## src/rtl/eth_egress_reader.sv

```systemverilog
// ============================================================================
// Module      : eth_egress_reader
// Description : Output-port read engine. Pops the switch output queue, checks
//               sop/eop framing and presents a valid/ready packet stream.
//               Optional max-length check: ETH_EGR_MAX_LEN_CHECK_EN.
// Revision    : 1.0 - initial release
// ============================================================================
`default_nettype none

module eth_egress_reader #(
    parameter int DATA_WIDTH    = 8,
    parameter int CNT_WIDTH     = 16,
    parameter int MAX_PKT_WORDS = 64
) (
    input  logic                  clk,
    input  logic                  rst,
    input  logic                  port_stall_empty,
    output logic                  rd_en,
    input  logic [DATA_WIDTH-1:0] outdata,
    input  logic                  outsop,
    input  logic                  outeop,
    output logic [DATA_WIDTH-1:0] m_data,
    output logic                  m_sop,
    output logic                  m_eop,
    output logic                  m_err,
    output logic                  m_valid,
    input  logic                  m_ready,
    output logic [CNT_WIDTH-1:0]  pkt_cnt,
    output logic [CNT_WIDTH-1:0]  err_cnt
);

    localparam int c_EW = DATA_WIDTH + 3;

    typedef enum logic [1:0] {
        S_IDLE    = 2'd0,
        S_PKT     = 2'd1,
        S_DISCARD = 2'd2
    } state_t;

    state_t                r_state;
    state_t                w_state_nxt;
    logic [c_EW-1:0]       r_buf [4];
    logic [1:0]            r_wr_ptr;
    logic [1:0]            r_rd_ptr;
    logic [2:0]            r_count;
    logic                  r_pend;
    logic [CNT_WIDTH-1:0]  r_pkt_cnt;
    logic [CNT_WIDTH-1:0]  r_err_cnt;
    logic                  w_fwd;
    logic                  w_err_inc;
    logic                  w_weop;
    logic                  w_werr;
    logic                  w_pop;
    logic [c_EW-1:0]       w_head;

    // Credit: buffered words plus the one in flight must leave room for two more.
    assign rd_en = !rst && !port_stall_empty && ((r_count + {2'b00, r_pend}) <= 3'd2);

    assign w_head  = r_buf[r_rd_ptr];
    assign m_valid = !rst && (r_count != 3'd0);
    assign m_data  = rst ? '0 : w_head[c_EW-1:3];
    assign m_sop   = rst ? 1'b0 : w_head[2];
    assign m_eop   = rst ? 1'b0 : w_head[1];
    assign m_err   = rst ? 1'b0 : w_head[0];
    assign w_pop   = m_valid && m_ready;
    assign pkt_cnt = r_pkt_cnt;
    assign err_cnt = r_err_cnt;

`ifdef ETH_EGR_MAX_LEN_CHECK_EN
    localparam int c_WCW = $clog2(MAX_PKT_WORDS + 1);
    logic [c_WCW-1:0] r_wcnt;
    logic [c_WCW-1:0] w_wcnt_nxt;

    assign w_wcnt_nxt = outsop ? c_WCW'(1) : (r_wcnt + c_WCW'(1));

    always_ff @(posedge clk) begin
        if (rst)
            r_wcnt <= '0;
        else if (r_pend && w_fwd)
            r_wcnt <= w_wcnt_nxt;
    end
`else
    logic w_unused_max_len;
    assign w_unused_max_len = (MAX_PKT_WORDS > 0);
`endif

    always_comb begin
        w_state_nxt = r_state;
        w_fwd       = 1'b0;
        w_err_inc   = 1'b0;
        w_werr      = 1'b0;
        w_weop      = outeop;
        if (r_pend) begin
            case (r_state)
                S_PKT: begin
                    w_fwd = 1'b1;
                    if (outsop) begin
                        // New sop truncates the open packet; flag the new head.
                        w_err_inc   = 1'b1;
                        w_werr      = 1'b1;
                        w_state_nxt = outeop ? S_IDLE : S_PKT;
                    end else if (outeop) begin
                        w_state_nxt = S_IDLE;
                    end
                end
                S_DISCARD: begin
                    if (outsop) begin
                        w_err_inc   = 1'b1;
                        w_fwd       = 1'b1;
                        w_state_nxt = outeop ? S_IDLE : S_PKT;
                    end else if (outeop) begin
                        w_state_nxt = S_IDLE;
                    end
                end
                default: begin
                    if (outsop) begin
                        w_fwd       = 1'b1;
                        w_state_nxt = outeop ? S_IDLE : S_PKT;
                    end else begin
                        w_err_inc   = 1'b1;
                        w_state_nxt = outeop ? S_IDLE : S_DISCARD;
                    end
                end
            endcase
`ifdef ETH_EGR_MAX_LEN_CHECK_EN
            if (w_fwd && !outeop && (w_wcnt_nxt == c_WCW'(MAX_PKT_WORDS))) begin
                w_weop      = 1'b1;
                w_werr      = 1'b1;
                w_err_inc   = 1'b1;
                w_state_nxt = S_DISCARD;
            end
`endif
        end
    end

    always_ff @(posedge clk) begin
        if (rst) begin
            r_state   <= S_IDLE;
            r_pend    <= 1'b0;
            r_wr_ptr  <= 2'd0;
            r_rd_ptr  <= 2'd0;
            r_count   <= 3'd0;
            r_pkt_cnt <= '0;
            r_err_cnt <= '0;
            for (int i = 0; i < 4; i++)
                r_buf[i] <= '0;
        end else begin
            r_state <= w_state_nxt;
            r_pend  <= rd_en;
            if (w_fwd) begin
                r_buf[r_wr_ptr] <= {outdata, outsop, w_weop, w_werr};
                r_wr_ptr        <= r_wr_ptr + 2'd1;
            end
            if (w_pop)
                r_rd_ptr <= r_rd_ptr + 2'd1;
            case ({w_fwd, w_pop})
                2'b10:   r_count <= r_count + 3'd1;
                2'b01:   r_count <= r_count - 3'd1;
                default: r_count <= r_count;
            endcase
            if (w_fwd && w_weop && (r_pkt_cnt != {CNT_WIDTH{1'b1}}))
                r_pkt_cnt <= r_pkt_cnt + 1'b1;
            if (w_err_inc && (r_err_cnt != {CNT_WIDTH{1'b1}}))
                r_err_cnt <= r_err_cnt + 1'b1;
        end
    end

endmodule

`default_nettype wire

```

## config.mk

```make
export PLATFORM = sky130hd
export DESIGN_NAME = eth_egress_reader
export DESIGN_NICKNAME = d
export VERILOG_FILES = /design/src/rtl/eth_egress_reader.sv
export SDC_FILE = /design/constraint.sdc
export NUM_CORES = 1
export LEC_CHECK = 0
export BUFFER_PORTS_ARGS = -buffer_cell sky130_fd_sc_hd__buf_2
export CAP_MARGIN = 0
export CORE_MARGIN = 2
export CORE_UTILIZATION = 51
export CTS_CLUSTER_SIZE = 16
export DETAILED_ROUTE_END_ITERATION = 8
export GPL_ROUTABILITY_DRIVEN = 0
export GPL_TIMING_DRIVEN = 0
export PLACE_DENSITY = 0.79
export SYNTH_ARGS = -nofsm -noshare
export SYNTH_HDL_FRONTEND = slang
export SYNTH_SLANG_ARGS = --single-unit
```

## constraint.sdc

```tcl
create_clock -name clk -period 2 [get_ports clk]
set_input_delay 0.5 -clock clk [delete_from_list [all_inputs] [get_ports clk]]
set_output_delay 0.5 -clock clk [all_outputs]
set_load 0.01 [all_outputs]
```

# ---- Word-level counts from Yosys, hierarchy flattened
# Memory sizes are Yosys's and may differ from the RTL's. A register that Yosys moved wholly into a read port is not among the register bits.
# Cells that the tools add are included.
dict set report classes {
  addsub 7
  magnitude_cmp 1
  n_eq_ne 7
  muxes 29
  n_reduce_logical 14
}
# op count
set ops {}
lappend ops {{16-bit by 1-bit adder with 16-bit output (second input constant)} 2}
lappend ops {{16-bit inequality test (second input constant)} 2}
lappend ops {{1-bit two-way mux} 18}
lappend ops {{2-bit two-way mux} 8}
lappend ops {{11-bit two-way mux} 1}
lappend ops {{11-bit OR reduction} 1}
lappend ops {{8-bit two-way mux} 1}
lappend ops {{1-bit logical AND} 7}
lappend ops {{3-bit case mux with 2 select lines} 1}
lappend ops {{2-bit by 1-bit adder with 2-bit output (second input constant)} 2}
lappend ops {{2-bit by 1-bit == test with 1-bit output (second input constant)} 2}
lappend ops {{2-bit == test (second input constant)} 2}
lappend ops {{3-bit by 1-bit adder with 3-bit output} 1}
lappend ops {{3-bit by 1-bit adder with 3-bit output (second input constant)} 1}
lappend ops {{3-bit by 2-bit <= comparator with 1-bit output (second input constant)} 1}
lappend ops {{3-bit by 1-bit inequality test with 1-bit output (second input constant)} 1}
lappend ops {{3-bit nonzero test} 1}
lappend ops {{3-bit by 1-bit subtractor with 3-bit output (second input constant)} 1}
lappend ops {{1-bit logical NOT} 2}
lappend ops {{2-bit AND reduction} 1}
lappend ops {{2-bit nonzero test} 1}
lappend ops {{2-bit OR reduction} 1}
dict set report totals {
  ff_bits 42
  ramBits 44
  output_inout_bits 45
  n_memories 1
}
# name words width read_ports rd_ports_with_merged_regs write_ports line
set memory_table {}
lappend memory_table {r_buf 4 11 1 1 4 42} ;# logic [c_EW-1:0] r_buf [4];

# ---- Depth between registers and ports, before layout
dict set report logic_depth {
  ltp_word 8
  ltp_mapped 10
  mapped_depth_nobuf 10
}

# ---- Worst setup path before layout
# No wires, ideal clock.
dict set report synth_timing {
  kind {reg2reg}
  startpoint {register r_state[1]}
  endpoint {register r_count[2]}
  setup_ns 0.070
  arrival_time_ns 2.070
  required_time_ns 1.930
  path_slack_ns -0.140
  path_stages_with_launch 11
  path_buffers 0
  cell_sequence {dfxtp_1 -> inv_1 -> ha_1 -> o21a_1 -> inv_1 -> ha_1 -> inv_1 -> fa_1 -> xor2_1 -> or3_1 -> a21oi_1}
}
dict set report synth_between {
  elab_chain_cells 5
  word_cells_on_any_way 7
  cone_classes {eq/ne: 3; mux: 3; reduce/logical: 1}
}
# element line
set synth_lines {}
lappend synth_lines {{start: declaration} 40} ;# state_t r_state;
lappend synth_lines {{start signal: assignment} 148} ;# r_state <= w_state_nxt;
lappend synth_lines {{2-bit by 1-bit == test with 1-bit output *} 94} ;# case (r_state)
lappend synth_lines {{1-bit two-way mux *} -}
lappend synth_lines {{1-bit two-way mux *} 93} ;# if (r_pend) begin
lappend synth_lines {{2-bit by 1-bit == test with 1-bit output or 2-bit == test (tied branches)} 156} ;# case ({w_fwd, w_pop})
lappend synth_lines {{3-bit case mux with 2 select lines or 2-bit nonzero test (tied branches)} -}
lappend synth_lines {{end signal: assignment} 157} ;# 2'b10: r_count <= r_count + 3'd1;
lappend synth_lines {{end signal: assignment} 158} ;# 2'b01: r_count <= r_count - 3'd1;
lappend synth_lines {{end signal: assignment} 159} ;# default: r_count <= r_count;
lappend synth_lines {{end: declaration} 45} ;# logic [2:0] r_count;
# Every way passes the cells marked *; elsewhere a longest branch is shown, timed or not.
# A chain may end at the register's enable or synchronous reset.

==> out/results.ini <==
[status]
status = complete, but fails checks
violations = negative setup slack

[clocking]
cts_tree = built
ctsHtreeMaxLevel = 3
cts.sinks = 88
clockBufferDepth = 2
root_buffer = clkbuf_8
clk_pin_slew_worst_paths_ns = 0.10
numCtsBuffers = 9
clk_latency_ns = 0.37

[worst_setup_path]
path_class = reg2out
cp_top_family = multiplexers
cpPeakStageDelay_ns = 0.52
worstPathArrival_ns = 1.70
crit_path_end_kind = primary output
worstSetupStartpointType = flop
critPathMaxFanout = 5
worstPathRequired_ns = 1.50
slowest_stage = mux4_2
crit_chain = buf_8 > mux4_2 > nor2b_4 > buf_6
path_buf_inv = 2

[synth]
synth-simple-area-share_pct = 21.87
synth_most_common_cell = nor2_1
yosys-top-cells-area = edfxtp_1, dfxtp_1, mux4_2
synth_seq_area_share_pct = 54.07
synth_cells = 375
synthFlopType = edfxtp_1
yosysWarnings = 0
synthAdderAreaFrac_pct = 2.642
async_reset_ff_share_pct = 0
ys_ff_latch = 88
synth_top_family_by_area = simple AND/OR/NAND/NOR gates
synth_top_area_share_pct = 32.44
synth_nets = 397
synth-compound-area-share_pct = 4.270
post-synth-top-area-cell = edfxtp_1
synth_edf_count = 44
muxShareOfSynthArea_pct = 6.575
syn-cell-area_um2 = 4073
synth_xor_area_share_pct = 6.667
yosys-top-cells-count = nor2_1, dfxtp_1, edfxtp_1
synth.avg_cell_area_um2 = 10.86
synth_cell_types = 44

[global_routing]
antenna_found_initial = 0
grt_start_max_net_pins = 18
grt.total_usage_pct = 21.22
grt_pass1_wl_mm = 14.24
grt_pass1_vias = 3021
grt.overflow.total = 0

[sta]
rsz0062_at_grt = yes
max_slew_margin_pct = 53.40
final.setup_skew_ns = 0.01242
max_freq_mhz = 454.6
setup-tns-final_ns = -2.077
final.period_utilization_pct = 110.0
hold_violations = 0
slew_viol_final = 0
fin_crit_ns = 2.200
worst_pin_slew_ns = 0.6985
finalSetupViolCount = 13
worst_slack_ns = -0.1999

[drt]
drc = 0
final_antenna_net_count = 0
drt-pass1-iter-count = 5
via_per_inst = 5.482
drtIter0Drc = 179
wire_per_inst_um = 16.06
vias = 3103
drt-total-wl_mm = 9.089

[floorplanning]
die_h_um = 93.36
die_area_um2 = 8716
core_um2 = 7727
start_util_pct = 52.70
fp.dieW_um = 93.36
rows = 32
ios = 59

[power_and_ir_drop]
power_density_nw_per_um2 = 683.0
finalPower_mw = 3.455
power.leakage_nw = 1.918
ir_worst_vdd_uv = 427.0

[job]
maxCapViolCount = 0

[layout]
drive_gt1_share_pct = 33.41
fill_cells = 567
layout-area-overhead-vs-synth_pct = 24.21
fin_nets = 481
n_antenna_cell = 0
design_area_um2 = 5059

[placed_design]
hpwl_mm = 5.697
io_buffer_count = 58
dp_slack_ns = -0.4203
place_area_um2 = 4514

[min_path]
hp-class = in2reg

## power by group
group	internal (mW)	switching, mW	total, mW	leakage, nW
Combinational	0.149	0.169	0.318	1.01
Clock	0.475	0.694	1.17	0.0923
Sequential	1.94	0.0287	1.97	0.814
Total	2.56	0.892	3.46	1.92
## final cells by class
class	instances	area (µm²)	area share, %
inverter	22	85.08	1.682
timing repair buffer	73	435.4	8.607
tap	102	127.6	2.523
clock buffer	9	123.9	2.449
clock inverter	7	62.56	1.237
sequential	88	2216	43.80
buffer	15	98.84	1.954
multi-input combinational	250	1909	37.74
## layer usage
| metal | track usage [%] | up-vias | part of all wire [%] |
|---|---|---|---|
| li1 | - | 1486 | - |
| met1 | 25.31 | 1487 | 41 |
| met2 | 37.65 | 114 | 52 |
| met3 | 5.157 | 16 | 5.9 |
| met4 | 6.740 | 0 | 1.4 |
| met5 | 0 | - | 0 |
## flip-flops by register name, indices dropped and copies added (netlist names), named ones only
signal / count
r_buf: 44
r_count: 3
r_pend: 1
r_wr_ptr: 2
err_cnt: 16
r_rd_ptr: 2
pkt_cnt: 16
r_state: 2
## what timing repair did
action | 4_1_cts | 5_1_grt
pin swaps | 4 | 3
setup buffers | 10 | 4
setup endpoints to repair | 49 | 62
gates resized for setup | 32 | 23
cloned | 1 | 0
hold buffers | 0 | 0
## logic make-up (layout without fill, tap and decap cells)
| group | after synthesis | after routing |
|---|---|---|
| and+or+nand+nor | 172 | 172 |
| DFF | 88 | 88 |
| buffers and inverters | 37 | 126 |
| xor gates and xnor gates | 31 | 31 |
| AOI/OAI and AO/OA | 26 | 26 |
| muxes | 13 | 13 |
| adders and majority gates | 8 | 8 |
## placed cells by master (no fill, tap or decap), types with 7 or more instances in the layout
cell type,n
xnor2_1,24
nor3_1,13
nand3_1,7
clkbuf_8,9
nand2_1,22
buf_2,56
and2_1,10
nand4_1,11
mux4_2,11
buf_4,14
or3_1,7
edfxtp_1,44
nor2_1,62
nor2b_1,10
inv_1,20
dfxtp_1,37
## path summary, 6_finish.rpt
| kind | from | end | slack [ns] | cells after the start |
|---|---|---|---|---|
| max reg2reg | r_state[1] | r_count[2] | -0.06 | 10 |
| max | flop | m_data[3] | -0.20 | 4 |
| min | port_stall_empty | r_pend | 0.38 | 2 |
| min reg2reg | err_cnt[3] | err_cnt[3] | 0.54 | 2 |
## metrics by stage
| step | hold WS [ns] | std cells | util, % |
|---|---|---|---|
| 2_1_floorplan | 0.4538 | 375 | - |
| 3_3_place_gp | 0.4672 | 535 | 58.42 |
| 3_5_place_dp | 0.4847 | 535 | 58.42 |
| 4_1_cts | 0.3589 | 562 | 63.88 |
| 5_1_grt | 0.3709 | 566 | 65.46 |
| 6_report | 0.3791 | 566 | 65.46 |
Power figures use the tool's default switching activity.
